[src/rtl/block_emitter.sv]
// Serializes BEGIN/END/OTHER/SPACE commands as ASCII words plus a trailing space, tracking nesting depth.
// Define BLOCK_EMITTER_UPPER_EN to emit uppercase letters instead of lowercase.
module block_emitter #(
  parameter int unsigned DEPTH_W = 8
) (
  input  logic               clk,
  input  logic               reset,
  input  logic               cmd_valid,
  input  logic [1:0]         cmd,
  output logic               cmd_ready,
  output logic               out_valid,
  output logic [7:0]         out_char,
  output logic [DEPTH_W-1:0] depth,
  output logic               err,
  output logic               balanced
);

  typedef enum logic {IDLE, EMIT} state_e;
  typedef enum logic [1:0] {
    CMD_BEGIN = 2'd0,
    CMD_END   = 2'd1,
    CMD_OTHER = 2'd2,
    CMD_SPACE = 2'd3
  } cmd_e;

`ifdef BLOCK_EMITTER_UPPER_EN
  localparam logic [7:0] CASE_OFS = 8'h20;
`else
  localparam logic [7:0] CASE_OFS = 8'h00;
`endif

  localparam logic [DEPTH_W-1:0] DEPTH_MAX = '1;

  state_e             state_q, state_d;
  cmd_e               cmd_q, cmd_d;
  logic [2:0]         idx_q, idx_d;
  logic [DEPTH_W-1:0] depth_q, depth_d;
  logic               err_q, err_d;

  function automatic logic [2:0] last_idx(input cmd_e c);
    logic [2:0] l;
    l = 3'd0;
    unique case (c)
      CMD_BEGIN: l = 3'd5;
      CMD_END:   l = 3'd3;
      CMD_OTHER: l = 3'd1;
      CMD_SPACE: l = 3'd0;
    endcase
    return l;
  endfunction

  function automatic logic [7:0] word_char(input cmd_e c, input logic [2:0] i);
    logic [7:0] ch;
    ch = 8'h20;
    unique case (c)
      CMD_BEGIN:
        case (i)
          3'd0:    ch = 8'h62;
          3'd1:    ch = 8'h65;
          3'd2:    ch = 8'h67;
          3'd3:    ch = 8'h69;
          3'd4:    ch = 8'h6E;
          default: ch = 8'h20;
        endcase
      CMD_END:
        case (i)
          3'd0:    ch = 8'h65;
          3'd1:    ch = 8'h6E;
          3'd2:    ch = 8'h64;
          default: ch = 8'h20;
        endcase
      CMD_OTHER: ch = (i == 3'd0) ? 8'h77 : 8'h20;
      CMD_SPACE: ch = 8'h20;
    endcase
    // Letters only; the trailing space is never case-shifted.
    if (ch != 8'h20) ch = ch - CASE_OFS;
    return ch;
  endfunction

  always_ff @(posedge clk or negedge reset) begin
    if (!reset) begin
      state_q <= IDLE;
      cmd_q   <= CMD_SPACE;
      idx_q   <= '0;
      depth_q <= '0;
      err_q   <= 1'b0;
    end else begin
      state_q <= state_d;
      cmd_q   <= cmd_d;
      idx_q   <= idx_d;
      depth_q <= depth_d;
      err_q   <= err_d;
    end
  end

  always_comb begin
    state_d   = state_q;
    cmd_d     = cmd_q;
    idx_d     = idx_q;
    depth_d   = depth_q;
    err_d     = err_q;
    cmd_ready = 1'b0;
    out_valid = 1'b0;
    out_char  = 8'h20;
    unique case (state_q)
      IDLE: begin
        cmd_ready = 1'b1;
        if (cmd_valid) begin
          cmd_d   = cmd_e'(cmd);
          idx_d   = '0;
          state_d = EMIT;
          unique case (cmd_e'(cmd))
            CMD_BEGIN: if (depth_q != DEPTH_MAX) depth_d = depth_q + DEPTH_W'(1);
            CMD_END: begin
              if (depth_q != '0) depth_d = depth_q - DEPTH_W'(1);
              else               err_d   = 1'b1;
            end
            default: ;
          endcase
        end
      end
      EMIT: begin
        out_valid = 1'b1;
        out_char  = word_char(cmd_q, idx_q);
        if (idx_q == last_idx(cmd_q)) state_d = IDLE;
        else                          idx_d   = idx_q + 3'd1;
      end
    endcase
  end

  assign depth    = depth_q;
  assign err      = err_q;
  assign balanced = (depth_q == '0) && !err_q;

endmodule

[config.mk]
export PLATFORM = sky130hd
export DESIGN_NAME = block_emitter
export DESIGN_NICKNAME = d
export VERILOG_FILES = /design/src/rtl/block_emitter.sv
export SDC_FILE = /design/constraint.sdc
export NUM_CORES = 1
export LEC_CHECK = 0
export ABC_AREA = 0
export BUFFER_PORTS_ARGS = -buffer_cell sky130_fd_sc_hd__buf_4
export CAP_MARGIN = 10
export CORE_MARGIN = 2
export CORE_UTILIZATION = 40
export CTS_CLUSTER_SIZE = 10
export DETAILED_ROUTE_END_ITERATION = 16
export PLACE_DENSITY = 0.65
export SYNTH_ARGS = -nofsm -noshare
export SYNTH_HDL_FRONTEND = slang
export SYNTH_SLANG_ARGS = --single-unit
[constraint.sdc]
create_clock -name clk -period 4.1 [get_ports clk]
set_input_delay 0.615 -clock clk [delete_from_list [all_inputs] [get_ports clk]]
set_output_delay 0.615 -clock clk [all_outputs]
set_load 0.02 [all_outputs]
; ---- Word-level counts from Yosys, hierarchy flattened
; Index checks and enable logic that the tools add are counted.
[word_totals]
rom_bits = 0
reg_bits = 15
memories = 0
ram_bits = 0
input_bits = 5
output_inout_bits = 20
latch_bits = 0
[classes]
magnitude_cmp = 0
n_bitwise = 2
eq_ne = 14
shifts = 0
reduce_logical = 12
div_mod_pow = 0
mul = 0
n_addsub = 3
mux = 18
[op_table]
columns = cell, count
row1 = case mux 7 bit (5 select lines), 1
row2 = case mux 8 bit (4 select lines), 1
row3 = two-way mux 8 bit, 3
row4 = case mux 7 bit (3 select lines), 1
row5 = case mux 8 bit (2 select lines), 1
row6 = case mux 3 bit (4 select lines), 1
row7 = two-way mux 3 bit, 3
row8 = "adder 8 x 1 -> 8 bit, second input constant", 1
row9 = logical NOT 8 bit, 1
row10 = "!= test 2 bit, second input constant", 4
row11 = "!= test 8 bit, second input constant", 1
row12 = nonzero test 8 bit, 1
row13 = "subtractor 8 x 1 -> 8 bit, second input constant", 1
row14 = two-way mux 7 bit, 1
row15 = "equality test 3 x 2 -> 1 bit, second input constant", 2
row16 = case mux 3 bit (2 select lines), 1
row17 = AND reduction 5 bit, 1
row18 = "equality test 2 x 1 -> 1 bit, second input constant", 2
row19 = "equality test 2 bit, second input constant", 2
row20 = logical NOT 2 bit, 2
row21 = two-way mux 1 bit, 4
row22 = AND reduction 2 bit, 2
row23 = AND reduction 4 bit, 1
row24 = "adder 3 x 1 -> 3 bit, second input constant", 1
row25 = other kinds (9), 10

; ---- Longest topological paths before layout
; Gate-level depths: netlist (run 1).
[depth]
depth_word = 6
depth_mapped = 7

; ---- Worst setup path before layout (run 1)
; No wires, ideal clock.
[synth_path]
path_kind = reg-to-output
startpoint = register idx_q[0]
endpoint = output out_char[0]
path_slack_ps = 1716
t_arrival_ps = 1769
n_path_buf = 0
stages_incl_launch_ff = 6
t_required_ps = 3485
cell_sequence = dfrtp_1 inv_1 ha_1 nand2b_1 maj3_1 nor3b_1
[synth_via]
elab_chain_cells = 4
elab_cells_between_ends = 10
cone_classes = eq/ne (4) / mux (5) / reduce/logical (1)
[synth_lines]
columns = item, line_no
row1 = from (decl), 36  ; logic [2:0] idx_q, idx_d;
row2 = from (signal assigned), 90  ; idx_q <= idx_d;
row3 = "equality test 3 bit, or another cell as far along", 57  ; case (i)
row4 = "case mux 7 bit (5 select lines), or another cell as far along", 57
row5 = case mux 8 bit (4 select lines) (*), 55  ; unique case (c)
row6 = two-way mux 8 bit (*), 105  ; unique case (state_q)
row7 = to (decl), 12  ; output logic [7:0] out_char,
; Every way passes the cells marked *; elsewhere a longest branch is shown, timed or not. The select of a mux whose other input is x is not followed.

; ---- Worst setup path after layout (run 1)
; Same ends and word-level chain as after synthesis.

==> results.md, run 1 <==
| Group | Quantity | Reported |
|:---|:---|:---|
| routing | Via count of the routed design | 1032 |
| worst hold path | Worst hold path class | primary input to async pin |
| clock tree | Worst-Skew Late Latency | 0.29 ns |
| setup path | Type of the worst setup path | register to output pin |
| pwr | PwrDens | 852.6 nW/um^2 |
| synth | Total nets after synthesis | 138 |
| global route | Vias in the first global route | 994 |
| setup path | Worst-case reg-to-reg path depth | 6 |
| timing | Final setup fails | 0 |
| synth | Share of async-settable or async-resettable flops after synthesis | 100.0% |
| finish | Layout Area Growth over Synthesis | 15.82% |
| timing | Final hold vios | 0 |
| timing | Worst Slack Setup Final | 1.393 ns |
| timing | Top achievable clock speed | 0.3694 GHz |
| pwr | Largest vdd supply drop | 0.4800 mV |
| synth | Share of synthesized area occupied by flip-flops and latches | 32.06% |
| setup path | Capturing element type of the critical path | output pin |
| clock tree | Count of hold-fix buffers inserted at cts | 0 |
| floorplanning | Starting Density | 42.38% |
| timing | Relative slew slack | 57.95% |
| global route | Global route total overflow | 0 |
| floorplanning | Die H | 58.28 um |
| synth | Most used flip-flop cell after synthesis | sky130_fd_sc_hd__dfrtp_1 |
| synth | EDFF count, synth | 0 |
| synth | Largest cells by area after synthesis | sky130_fd_sc_hd__dfrtp_1 (28%), sky130_fd_sc_hd__ha_1 (6.4%), sky130_fd_sc_hd__xnor2_1 (5.9%) |
| floorplanning | Total I/O pin count | 25 |
| pwr | Sw power | 576.3 uW |
| floorplanning | Area enclosed by the die boundary | 3397 um^2 |
| pwr | Power Internal | 587.5 uW |
| routing | Detailed-route vias per instance | 5.864 |
| pwr | Switching share of power | 49.52% |
| clock tree | CTS clk-pin slew, worst paths | 0.09 ns |
| placed design | Gp weighted congestion | 0.9473 |
| placed design | Pre-CTS worst setup slack | 1.649 ns |
| floorplanning | Number of core rows | 19 |
| setup path | Arrival time of the worst setup path | 2.09 ns |
| routing | Average routed wire per standard cell | 15.44 um |
| timing | Time the worst path needs with I/O delays and setup | 2.707 ns |
| setup path | Sort of element at the start of the critical path | register |
| clock tree | Clock net sink count | 15 |
| synth | Post-synthesis register bit count | 15 |
| pwr | Combinational share of power | 58.4% |
| clock tree | Number of buffers created by CTS | 3 |
| pwr | Relative contribution of the clock network to total power | 7.3% |
| setup path | Internal reg-to-reg setup slack | 2.10 ns |
| routing | DRC errors left | 0 |
| synth | Warnings, synthesis | 0 |
| placed design | Detailed placement HPWL | 2036 um |
| timing | Final total negative setup slack | 0 ns |
| setup path | Max Fanout on Critical Path | 9 |
| floorplanning | Core outline area | 2781 um^2 |
| clock tree | Count of H-tree levels built during CTS | 1 |
| synth | Syn Std Cell Area | 1179 um^2 |
| timing | Slew of the pin with the lowest slew margin | 0.6251 ns |
| global route | GRT Resource Usage Total | 17.87% |
| setup path | Required time of the worst setup path | 3.48 ns |
| routing | Detailed-router iteration count before antenna repair | 4 |
| finish | Fraction of final layout cells sized beyond drive strength 1 | 24.83% |
| timing | Number of pins with negative max-slew slack in the final report | 0 |
| synth | Mean post-synth cell area | 9.281 um^2 |
| synth | Area share of the largest cell type after synthesis | 27.60% |
| finish | Antenna Cells | 0 |
| setup path | End of the worst register-to-register path | depth[6]$_DFFE_PN0P_ |
| global route | Antenna violations before repair | 0 |
| timing | Final critical-path share of the clock period | 66.02% |
| pwr | Leakage Power | 0.5874 nW |
| synth | Number of standard cells after synthesis | 127 |
| job | Max-capacitance violation count | 0 |
| pwr | Sequential share of power | 34.3% |
| floorplanning | Die boundary width | 58.28 um |
| clock tree | Count of buffers added by post-CTS timing repair for setup | 0 |
| routing | Remaining antenna violation count after routing | 0 |
| global route | Maximum number of pins on one net before global-route repair | 16 |
| timing | Unrepaired setup endpoints after global routing | false |
| clock tree | Max Root-Sink Buffers | 2 |
| global route | Wire length of the first global-routing pass | 4636 um |
| placed design | Count of buffers from port buffering | 22 |
| synth | Unique cell type count in the Yosys netlist | 49 |
| clock tree | Root Buffer | sky130_fd_sc_hd__clkbuf_4 |
| setup path | Worst reg2reg path startpoint | depth[1]$_DFFE_PN0P_ |
| timing | Max Clock Skew | 0.01076 ns |
| routing | Detailed router's first-iteration violation count | 62 |
| clock tree | TritonCTS clock tree | yes |
| outcome | Result of the run | finished, final reports clean |
| finish | Filler cell count | 293 |
| synth | Most used standard cells in the synthesized netlist | sky130_fd_sc_hd__dfrtp_1 (13), sky130_fd_sc_hd__nand2_1 (8), sky130_fd_sc_hd__nor2_1 (8), sky130_fd_sc_hd__xnor2_1 (8), sky130_fd_sc_hd__ha_1 (6) |
| finish | Nets | 157 |
| synth | Most common cell in the synthesized netlist | sky130_fd_sc_hd__dfrtp_1 |
| clock tree | Post-cts repair resize count | 0 |
| routing | Detailed-route wire length | 2717 um |
| synth | Biggest area consumer among synthesized cells | sky130_fd_sc_hd__dfrtp_1 |
## state kept, by name (all words and copies together) (netlist names)
signal	flops
depth	8
idx_q	3
cmd_q	2
err	1
state_q	1
## logic make-up (layout without fill, tap and decap cells)
logic type	count (synthesis)	count (layout)	share of synthesized area [%]
AND/OR/NAND/NOR	52	52	27.92
AO/OA/AOI/OAI	24	24	15.18
flip-flops	15	15	32.06
buffers and inverters	13	31	5.307
XOR/XNOR	8	8	5.945
adder cells (fa/ha/maj)	7	7	7.219
multiplexers	6	6	5.732
other	2	2	0.6372
## area by class of cell
cell class	count	area (um^2)	area share [%]
repair buffers	22	165.2	12.10
clock buffers	4	26.28	1.925
flip-flops and latches	15	377.9	27.68
inverters	5	18.77	1.375
well taps	31	38.79	2.841
multi-input cells	99	738.2	54.08
## power by group through the flow
stage	clock (mW)	combinational, mW	sequential [mW]
after global placement	0	0.666	0.393
after global routing	0.0954	0.750	0.423
after floorplan	0	0.495	0.355
after detailed placement	0	0.681	0.400
final	0.0847	0.680	0.399
after CTS	0.0899	0.687	0.398
## metal layers
| layer | share of wire [%] | track usage, % |
|---|---|---|
| met1 | 41 | 21.14 |
| met2 | 53 | 32.10 |
| met3 | 3.8 | 2.009 |
| met4 | 1.7 | 7.973 |
| met5 | 0 | 0 |
## worst max-delay path, cell delays in order (launching register included)
cell and delay [ns]:
sky130_fd_sc_hd__dfrtp_1 0.47, sky130_fd_sc_hd__inv_1 0.11, sky130_fd_sc_hd__ha_1 0.28, sky130_fd_sc_hd__nand2b_1 0.14, sky130_fd_sc_hd__maj3_1 0.37, sky130_fd_sc_hd__nor3b_1 0.25
sky130_fd_sc_hd__buf_4 0.19
## per-stage QoR
step | std cells | util (%) | power [mW] | area (um^2) | hold slack [ns]
2_1_floorplan | 127 | - | 0.8499 | 1179 | 0.3194
3_3_place_gp | 172 | 48.13 | 1.060 | 1339 | 0.4798
3_5_place_dp | 172 | 48.13 | 1.081 | 1339 | 0.4810
4_1_cts | 176 | 49.08 | 1.175 | 1365 | 0.1581
5_1_grt | 176 | 49.08 | 1.269 | 1365 | 0.1644
6_report | 176 | 49.08 | 1.164 | 1365 | 0.1607
## worst max path at each step
| stage | from | endpoint | slack, ns | depth (start not counted) |
|---|---|---|---|---|
| after floorplan | idx_q[0]$_DFFE_PN0P_ | out_char[0] | 1.72 | 5 |
| after global placement | cmd[1] | depth[6]$_DFFE_PN0P_ | 1.71 | 8 |
| after detailed placement | cmd[1] | depth[6]$_DFFE_PN0P_ | 1.65 | 8 |
| after CTS | idx_q[0]$_DFFE_PN0P_ | out_char[0] | 1.40 | 6 |
| after global routing | idx_q[0]$_DFFE_PN0P_ | out_char[0] | 1.22 | 6 |
| final | idx_q[0]$_DFFE_PN0P_ | out_char[0] | 1.39 | 6 |
## cell usage in the layout, fill, tap and decap left out, types with 3 or more instances in the layout
master,n
sky130_fd_sc_hd__nor4_1,3
sky130_fd_sc_hd__dfrtp_1,13
sky130_fd_sc_hd__mux2i_1,3
sky130_fd_sc_hd__nor3b_1,4
sky130_fd_sc_hd__ha_1,6
sky130_fd_sc_hd__inv_1,5
sky130_fd_sc_hd__xnor2_1,8
sky130_fd_sc_hd__nand2_1,8
sky130_fd_sc_hd__o211ai_1,5
sky130_fd_sc_hd__nand3_1,4
sky130_fd_sc_hd__nor2_1,8
sky130_fd_sc_hd__clkbuf_4,3
sky130_fd_sc_hd__buf_4,22
sky130_fd_sc_hd__nor3_1,4
sky130_fd_sc_hd__nand2b_1,3
sky130_fd_sc_hd__o21ai_0,4
sky130_fd_sc_hd__a21oi_1,4
Power figures use the tool's default switching activity.
==> run 2, diff against run 1 <==
==> constraint.sdc (replaced) <==
create_clock -name clk -period 2.6 [get_ports clk]
set_input_delay 0.39 -clock clk [delete_from_list [all_inputs] [get_ports clk]]
set_output_delay 0.39 -clock clk [all_outputs]
set_load 0.02 [all_outputs]
==> run 2 against run 1 <==
  * Cell area grew 0.92%
  * Worst hold slack improved by 0.22 ns
  * Clock power grew 59%
  * First-iteration DRC count increased by 6.5%
  * Non-clock buffer count rose by 1
  * Clock skew down 0.0022 ns
  * Critical path depth stayed put
  * Combinational power grew 57%
  * Power is 58% higher
  * Sequential power is 58% higher
  * Critical endpoint unchanged
  * Highest routed layer unchanged
==> results.md, run 2 (synthesized netlist as in run 1, its figures left out) <==
| Group | Quantity | Reported |
|:---|:---|:---|
| pwr | Largest vdd supply drop | 0.7767 mV |
| setup path | Number of buffer and inverter stages on the critical path | 2 |
| routing | Via count of the routed design | 1041 |
| clock tree | Number of buffers created by CTS | 3 |
| floorplanning | Die H | 58.28 um |
| timing | Worst Slack Setup Final | 0.1728 ns |
| clock tree | TritonCTS clock tree | yes |
| floorplanning | Die boundary width | 58.28 um |
| outcome | Result of the run | finished, final reports clean |
| setup path | Largest stage delay on the critical path | 0.48 ns |
| pwr | PwrDens | 1335 nW/um^2 |
| setup path | Required time of the worst setup path | 2.21 ns |
| timing | Number of pins with negative max-slew slack in the final report | 0 |
| global route | GRT Resource Usage Total | 17.80% |
| global route | Global route total overflow | 0 |
| clock tree | Count of H-tree levels built during CTS | 1 |
| routing | Detailed-router iteration count before antenna repair | 4 |
| clock tree | Max Root-Sink Buffers | 2 |
| setup path | Kind of cell with the highest combined delay on the critical path | adder cells |
| floorplanning | Total I/O pin count | 25 |
| global route | Vias in the first global route | 1009 |
| clock tree | Count of buffers added by post-CTS timing repair for setup | 0 |
| clock tree | Worst-Skew Late Latency | 0.29 ns |
| worst hold path | Worst hold path class | primary input to register |
| timing | Unrepaired setup endpoints after global routing | false |
| routing | Detailed-route vias per instance | 5.881 |
| setup path | Max Fanout on Critical Path | 9 |
| placed design | Detailed placement HPWL | 2023 um |
| setup path | Sort of element at the start of the critical path | register |
| global route | Antenna violations before repair | 0 |
| setup path | Master of the slowest instance on the critical path | sky130_fd_sc_hd__dfrtp_1 |
| setup path | Arrival time of the worst setup path | 2.04 ns |
| finish | Share of the core filled with cells in the final layout | 49.53% |
| placed design | Gp weighted congestion | 0.9440 |
| timing | Final setup fails | 0 |
| finish | Max reg flops | 8 |
| clock tree | CTS clk-pin slew, worst paths | 0.09 ns |
| timing | Final hold vios | 0 |
| timing | Final worst hold slack | 0.3825 ns |
| routing | Average routed wire per standard cell | 15.28 um |
| timing | Slew of the pin with the lowest slew margin | 0.6645 ns |
| finish | Antenna Cells | 0 |
| pwr | Final Power | 1.839 mW |
| timing | Top achievable clock speed | 0.4120 GHz |
| floorplanning | Core outline area | 2781 um^2 |
| setup path | Worst path cell trace | inv_1, ha_2, nand2b_1, maj3_1, nor3b_1, buf_4 |
| placed design | Pre-CTS worst setup slack | 0.3846 ns |
| clock tree | Root Buffer | sky130_fd_sc_hd__clkbuf_4 |
| setup path | Capturing element type of the critical path | output pin |
| job | Max-capacitance violation count | 0 |
| global route | Maximum number of pins on one net before global-route repair | 16 |
| floorplanning | Number of core rows | 19 |
| timing | Relative slew slack | 55.29% |
| floorplanning | Area enclosed by the die boundary | 3397 um^2 |
| finish | Fraction of final layout cells sized beyond drive strength 1 | 25.34% |
| clock tree | Clock net sink count | 15 |
| finish | Layout Area Growth over Synthesis | 16.88% |
| pwr | Leakage Power | 0.5901 nW |
| routing | DRC errors left | 0 |
| finish | Leading cell type in the layout, fill and taps excluded | sky130_fd_sc_hd__buf_4 |
| timing | Final total negative setup slack | 0 ns |
| placed design | Count of buffers from port buffering | 22 |
| routing | Remaining antenna violation count after routing | 0 |
| timing | Final critical-path share of the clock period | 93.35% |
| floorplanning | Starting Density | 42.38% |
| timing | Max Clock Skew | 0.008553 ns |
| timing | Time the worst path needs with I/O delays and setup | 2.427 ns |
| finish | Commonest cells after routing, fill and taps aside | sky130_fd_sc_hd__buf_4 (22), sky130_fd_sc_hd__dfrtp_1 (13), sky130_fd_sc_hd__xnor2_1 (8), sky130_fd_sc_hd__nand2_1 (8), sky130_fd_sc_hd__nor2_1 (8) |
| setup path | Type of the worst setup path | register to output pin |
| routing | Detailed router's first-iteration violation count | 66 |
| routing | Detailed-route wire length | 2705 um |
| global route | Wire length of the first global-routing pass | 4678 um |
| finish | Nets | 158 |
run 2: report_power, final:
part	internal, mW	total [mW]	switching, mW
Sequential	0.357	0.631	0.274
Combinational	0.512	1.07	0.561
Clock	0.0597	0.135	0.0754
Total	0.929	1.84	0.910
run 2: metal layers:
layer,wire length [um],global-route usage [%],vias to the layer above
met5,0,0,-
met4,53,8.638,0
met3,110,2.232,7
met2,1349,30.34,28
met1,1191,22.02,505
li1,-,-,501
run 2: worst paths after layout:
check | from | end | slack (ns) | cells after the start
max in group asynchronous | reset | cmd_q[1]$_DFFE_PN1P_ | 1.88 | 2
setup / recovery | idx_q[0]$_DFFE_PN0P_ | out_char[0] | 0.17 | 6
setup reg to reg | depth[1]$_DFFE_PN0P_ | depth[6]$_DFFE_PN0P_ | 0.60 | 6
min in group asynchronous | reset | depth[6]$_DFFE_PN0P_ | 0.48 | 2
hold reg to reg | err$_DFFE_PN0P_ | err$_DFFE_PN0P_ | 0.51 | 1
hold / removal | cmd[1] | cmd_q[1]$_DFFE_PN1P_ | 0.38 | 2
run 2: cell type report:
cell class	instances	area (um^2)
inverter	5	18.77
fill	278	1404
timing repair buffer	23	175.2
clock buffer	4	26.28
multi-input combinational	99	740.7
sequential	15	377.9
tap	31	38.79
run 2: what timing repair did:
action,in CTS,in global routing
hold endpoints to repair,13,0
resized for setup,0,1
setup endpoints to repair,0,1
hold buffers,1,0
run 2: metrics by stage:
| step | instance area, um^2 | cells |
|---|---|---|
| after floorplan | 1179 | 127 |
| after global placement | 1339 | 172 |
| after detailed placement | 1339 | 172 |
| after CTS | 1375 | 177 |
| after global routing | 1378 | 177 |
| final | 1378 | 177 |
==> run 3, diff against run 2 <==
--- a/config.mk
+++ b/config.mk
@@ -5,14 +5,14 @@
 export SDC_FILE = /design/constraint.sdc
 export NUM_CORES = 1
 export LEC_CHECK = 0
-export ABC_AREA = 0
+export ABC_AREA = 1
 export BUFFER_PORTS_ARGS = -buffer_cell sky130_fd_sc_hd__buf_4
 export CAP_MARGIN = 10
 export CORE_MARGIN = 2
 export CORE_UTILIZATION = 40
 export CTS_CLUSTER_SIZE = 10
 export DETAILED_ROUTE_END_ITERATION = 16
-export PLACE_DENSITY = 0.65
+export PLACE_DENSITY = 0.67
 export SYNTH_ARGS = -nofsm -noshare
 export SYNTH_HDL_FRONTEND = slang
 export SYNTH_SLANG_ARGS = --single-unit
==> constraint.sdc (replaced) <==
create_clock -name clk -period 2.2 [get_ports clk]
set_input_delay 0.33 -clock clk [delete_from_list [all_inputs] [get_ports clk]]
set_output_delay 0.33 -clock clk [all_outputs]
set_load 0.02 [all_outputs]
==> run 3 against run 2 <==
  * Die area up 3.1%
  * First-iteration DRC count decreased by 44%
  * Synthesized cell count grew 44%
  * Cell area rose by 8.4%
  * Clock power is 13% higher
  * Synthesized area is 3.3% higher
  * Non-clock buffer count up 5
  * Worst setup slack worse by 0.026 ns
  * Core utilization rose by 0.64 points
  * Global-route usage shrank 0.98 points
==> results.md, run 3 <==
| Group | Quantity | Reported |
|:---|:---|:---|
| finish | Filler cell count | 323 |
| finish | Area used by sequential logic in the layout | 377.9 um^2 |
| global route | Antenna violations before repair | 0 |
| routing | Detailed-route vias per instance | 5.020 |
| clock tree | Clock net sink count | 15 |
| timing | Worst Slack Setup Final | 0.1471 ns |
| synth | Largest cells by area after synthesis | sky130_fd_sc_hd__dfrtp_1 (27%), sky130_fd_sc_hd__nand2_1 (15%), sky130_fd_sc_hd__inv_1 (8.3%) |
| global route | GRT Resource Usage Total | 16.82% |
| floorplanning | Starting Density | 40.88% |
| routing | Detailed-route wire length | 2679 um |
| timing | Top achievable clock speed | 0.4871 GHz |
| global route | Global route total overflow | 0 |
| synth | Most common cell in the synthesized netlist | sky130_fd_sc_hd__nand2_1 |
| setup path | Required time of the worst setup path | 1.87 ns |
| floorplanning | Die H | 59.17 um |
| synth | Share of synthesized area occupied by flip-flops and latches | 31.04% |
| placed design | Count of buffers from port buffering | 22 |
| setup path | Sort of element at the start of the critical path | register |
| floorplanning | Core outline area | 2978 um^2 |
| setup path | Max Fanout on Critical Path | 4 |
| timing | Number of pins with negative max-slew slack in the final report | 0 |
| clock tree | Worst-Skew Late Latency | 0.27 ns |
| synth | Warnings, synthesis | 0 |
| timing | Time the worst path needs with I/O delays and setup | 2.053 ns |
| floorplanning | Total I/O pin count | 25 |
| clock tree | CTS clk-pin slew, worst paths | 0.08 ns |
| synth | Area share of the largest cell type after synthesis | 26.72% |
| placed design | Detailed placement HPWL | 2123 um |
| floorplanning | Die boundary width | 59.17 um |
| synth | Syn Std Cell Area | 1217 um^2 |
| placed design | Gp weighted congestion | 0.8492 |
| clock tree | TritonCTS clock tree | yes |
| outcome | Result of the run | finished, final reports clean |
| worst hold path | Worst hold path class | primary input to register |
| clock tree | Root Buffer | sky130_fd_sc_hd__clkbuf_4 |
| pwr | Final Power | 2.228 mW |
| timing | Final worst hold slack | 0.3458 ns |
| placed design | Pre-CTS worst setup slack | 0.2767 ns |
| routing | Remaining antenna violation count after routing | 0 |
| placed design | Post-Place Cell Area | 1409 um^2 |
| floorplanning | Number of core rows | 20 |
| clock tree | Max Root-Sink Buffers | 2 |
| timing | Final critical-path share of the clock period | 93.31% |
| timing | Max Clock Skew | 0.001851 ns |
| finish | Commonest cells after routing, fill and taps aside | sky130_fd_sc_hd__nand2_1 (48), sky130_fd_sc_hd__buf_4 (27), sky130_fd_sc_hd__inv_1 (25) |
| synth | Most used flip-flop cell after synthesis | sky130_fd_sc_hd__dfrtp_1 |
| routing | DRC errors left | 0 |
| finish | Area occupied by multi-input gates | 726.9 um^2 |
| synth | EDFF count, synth | 0 |
| timing | Final setup fails | 0 |
| setup path | Arrival time of the worst setup path | 1.72 ns |
| clock tree | Count of H-tree levels built during CTS | 1 |
| finish | Nets | 224 |
| routing | Detailed router's first-iteration violation count | 37 |
| setup path | Master of the slowest instance on the critical path | sky130_fd_sc_hd__dfrtp_1 |
| finish | Share of the core filled with cells in the final layout | 50.17% |
| clock tree | Number of buffers created by CTS | 3 |
| setup path | Largest stage delay on the critical path | 0.43 ns |
| synth | Total nets after synthesis | 194 |
| synth | Share of async-settable or async-resettable flops after synthesis | 100.0% |
| synth | Most used standard cells in the synthesized netlist | sky130_fd_sc_hd__nand2_1 (48), sky130_fd_sc_hd__inv_1 (27), sky130_fd_sc_hd__nand3_1 (16) |
| global route | Maximum number of pins on one net before global-route repair | 16 |
| setup path | Worst reg2reg path startpoint | state_q$_DFF_PN0_ |
| worst hold path | Worst hold start | cmd_valid |
| setup path | Capturing element type of the critical path | output pin |
| synth | Post-synthesis register bit count | 15 |
| placed design | Number of placed instances, taps included | 236 |
| pwr | Leakage Power | 0.8048 nW |
| synth | Number of standard cells after synthesis | 183 |
| setup path | Startpoint of the most critical setup path | idx_q[0]$_DFFE_PN0P_ |
| setup path | Most used cell along the critical path | sky130_fd_sc_hd__nand2_1 |
| global route | Vias in the first global route | 1050 |
| finish | Layout Area Growth over Synthesis | 22.71% |
| routing | Detailed-router iteration count before antenna repair | 4 |
| pwr | Largest vdd supply drop | 0.5444 mV |
| timing | Final hold vios | 0 |
| global route | Wire length of the first global-routing pass | 4581 um |
| finish | Leading cell type in the layout, fill and taps excluded | sky130_fd_sc_hd__nand2_1 |
| finish | Max reg flops | 8 |
| setup path | Type of the worst setup path | register to output pin |
| job | Max-capacitance violation count | 0 |
| finish | Antenna Cells | 0 |
| timing | Final total negative setup slack | 0 ns |
| finish | Fraction of final layout cells sized beyond drive strength 1 | 24.53% |
| routing | Average routed wire per standard cell | 10.93 um |
| routing | Via count of the routed design | 1230 |
| finish | Final cell count without fillers | 245 |
| floorplanning | Area enclosed by the die boundary | 3501 um^2 |
| synth | Mean post-synth cell area | 6.653 um^2 |
| finish | Design Area, Final | 1494 um^2 |
| setup path | Worst path cell trace | inv_2, ha_2, inv_1, nor2_4, nand2_1, nand2_1, nor2_1, a211oi_1, buf_4 |
| synth | Biggest area consumer among synthesized cells | sky130_fd_sc_hd__dfrtp_1 |
| synth | Unique cell type count in the Yosys netlist | 28 |
| pwr | PwrDens | 1491 nW/um^2 |
-- run 3: cell types whose count changed after synthesis, sizes merged, moves of 4 or more --
cell / change
nor3b: -4
o211ai: -5
nor4: -4
nand3: +11
inv: +24
xnor2: -8
nand2: +45
o21ai: +9
nor2: +10
buf: -4
-- run 3: kinds of logic (layout without fill, tap and decap cells) --
| kind of cell | after synthesis | count (layout) | share of synthesized area, % |
|---|---|---|---|
| flops | 15 | 15 | 31.04 |
| other cells | 2 | 2 | 0.6169 |
| simple gates | 100 | 100 | 37.62 |
| buf+inv | 32 | 61 | 10.79 |
| xor+xnor | 3 | 3 | 2.159 |
| compound gates | 25 | 25 | 11.61 |
| fa+ha+maj | 6 | 6 | 6.166 |
-- run 3: metal layers --
metal	vias to the layer above	track usage, %	routed length [um]
met5	-	0	0
met2	28	27.30	1234
met4	0	3.896	24
met1	552	23.54	1310
met3	2	2.620	110
li1	648	-	-
-- run 3: worst max-delay path, delay by kind of cell (launching register included) --
kind	cells	cell delay, ns
adder cells (fa/ha/maj)	1	0.20
AND/OR/NAND/NOR	4	0.29
flip-flops	1	0.43
AO/OA/AOI/OAI	1	0.17
buffers and inverters	3	0.36
-- run 3: cell type report --
type,count,share of cell area (%)
multi-input cells,136,48.66
clock buffers,4,1.759
flip-flops and latches,15,25.29
inverters,29,7.286
well taps,33,2.764
repair buffers,28,14.24
-- run 3: power by group --
part / total [mW] / switching [mW] / internal [mW]
registers: 0.599 / 0.179 / 0.420
logic: 1.48 / 0.886 / 0.591
clock network: 0.152 / 0.0817 / 0.0703
-- run 3: repair_timing --
action                     in CTS  in global routing
hold buffers                    1                  0
buffers inserted                2                  2
hold endpoints to repair       13                  0
pin swaps                       0                  0
setup endpoints to repair       3                  3
gates resized for setup         2                  7
-- run 3: worst paths after layout --
check                                       endpoint  slack [ns]  depth (start not counted)
worst max-delay path                     out_char[1]        0.15                          9
worst min-delay path            cmd_q[1]$_DFFE_PN1P_        0.35                          3
worst max register to register  depth[3]$_DFFE_PN0P_        0.54                          8
worst min register to register       err$_DFFE_PN0P_        0.52                          1
max in group asynchronous       cmd_q[0]$_DFFE_PN1P_        1.51                          2
min in group asynchronous       depth[4]$_DFFE_PN0P_        0.45                          2
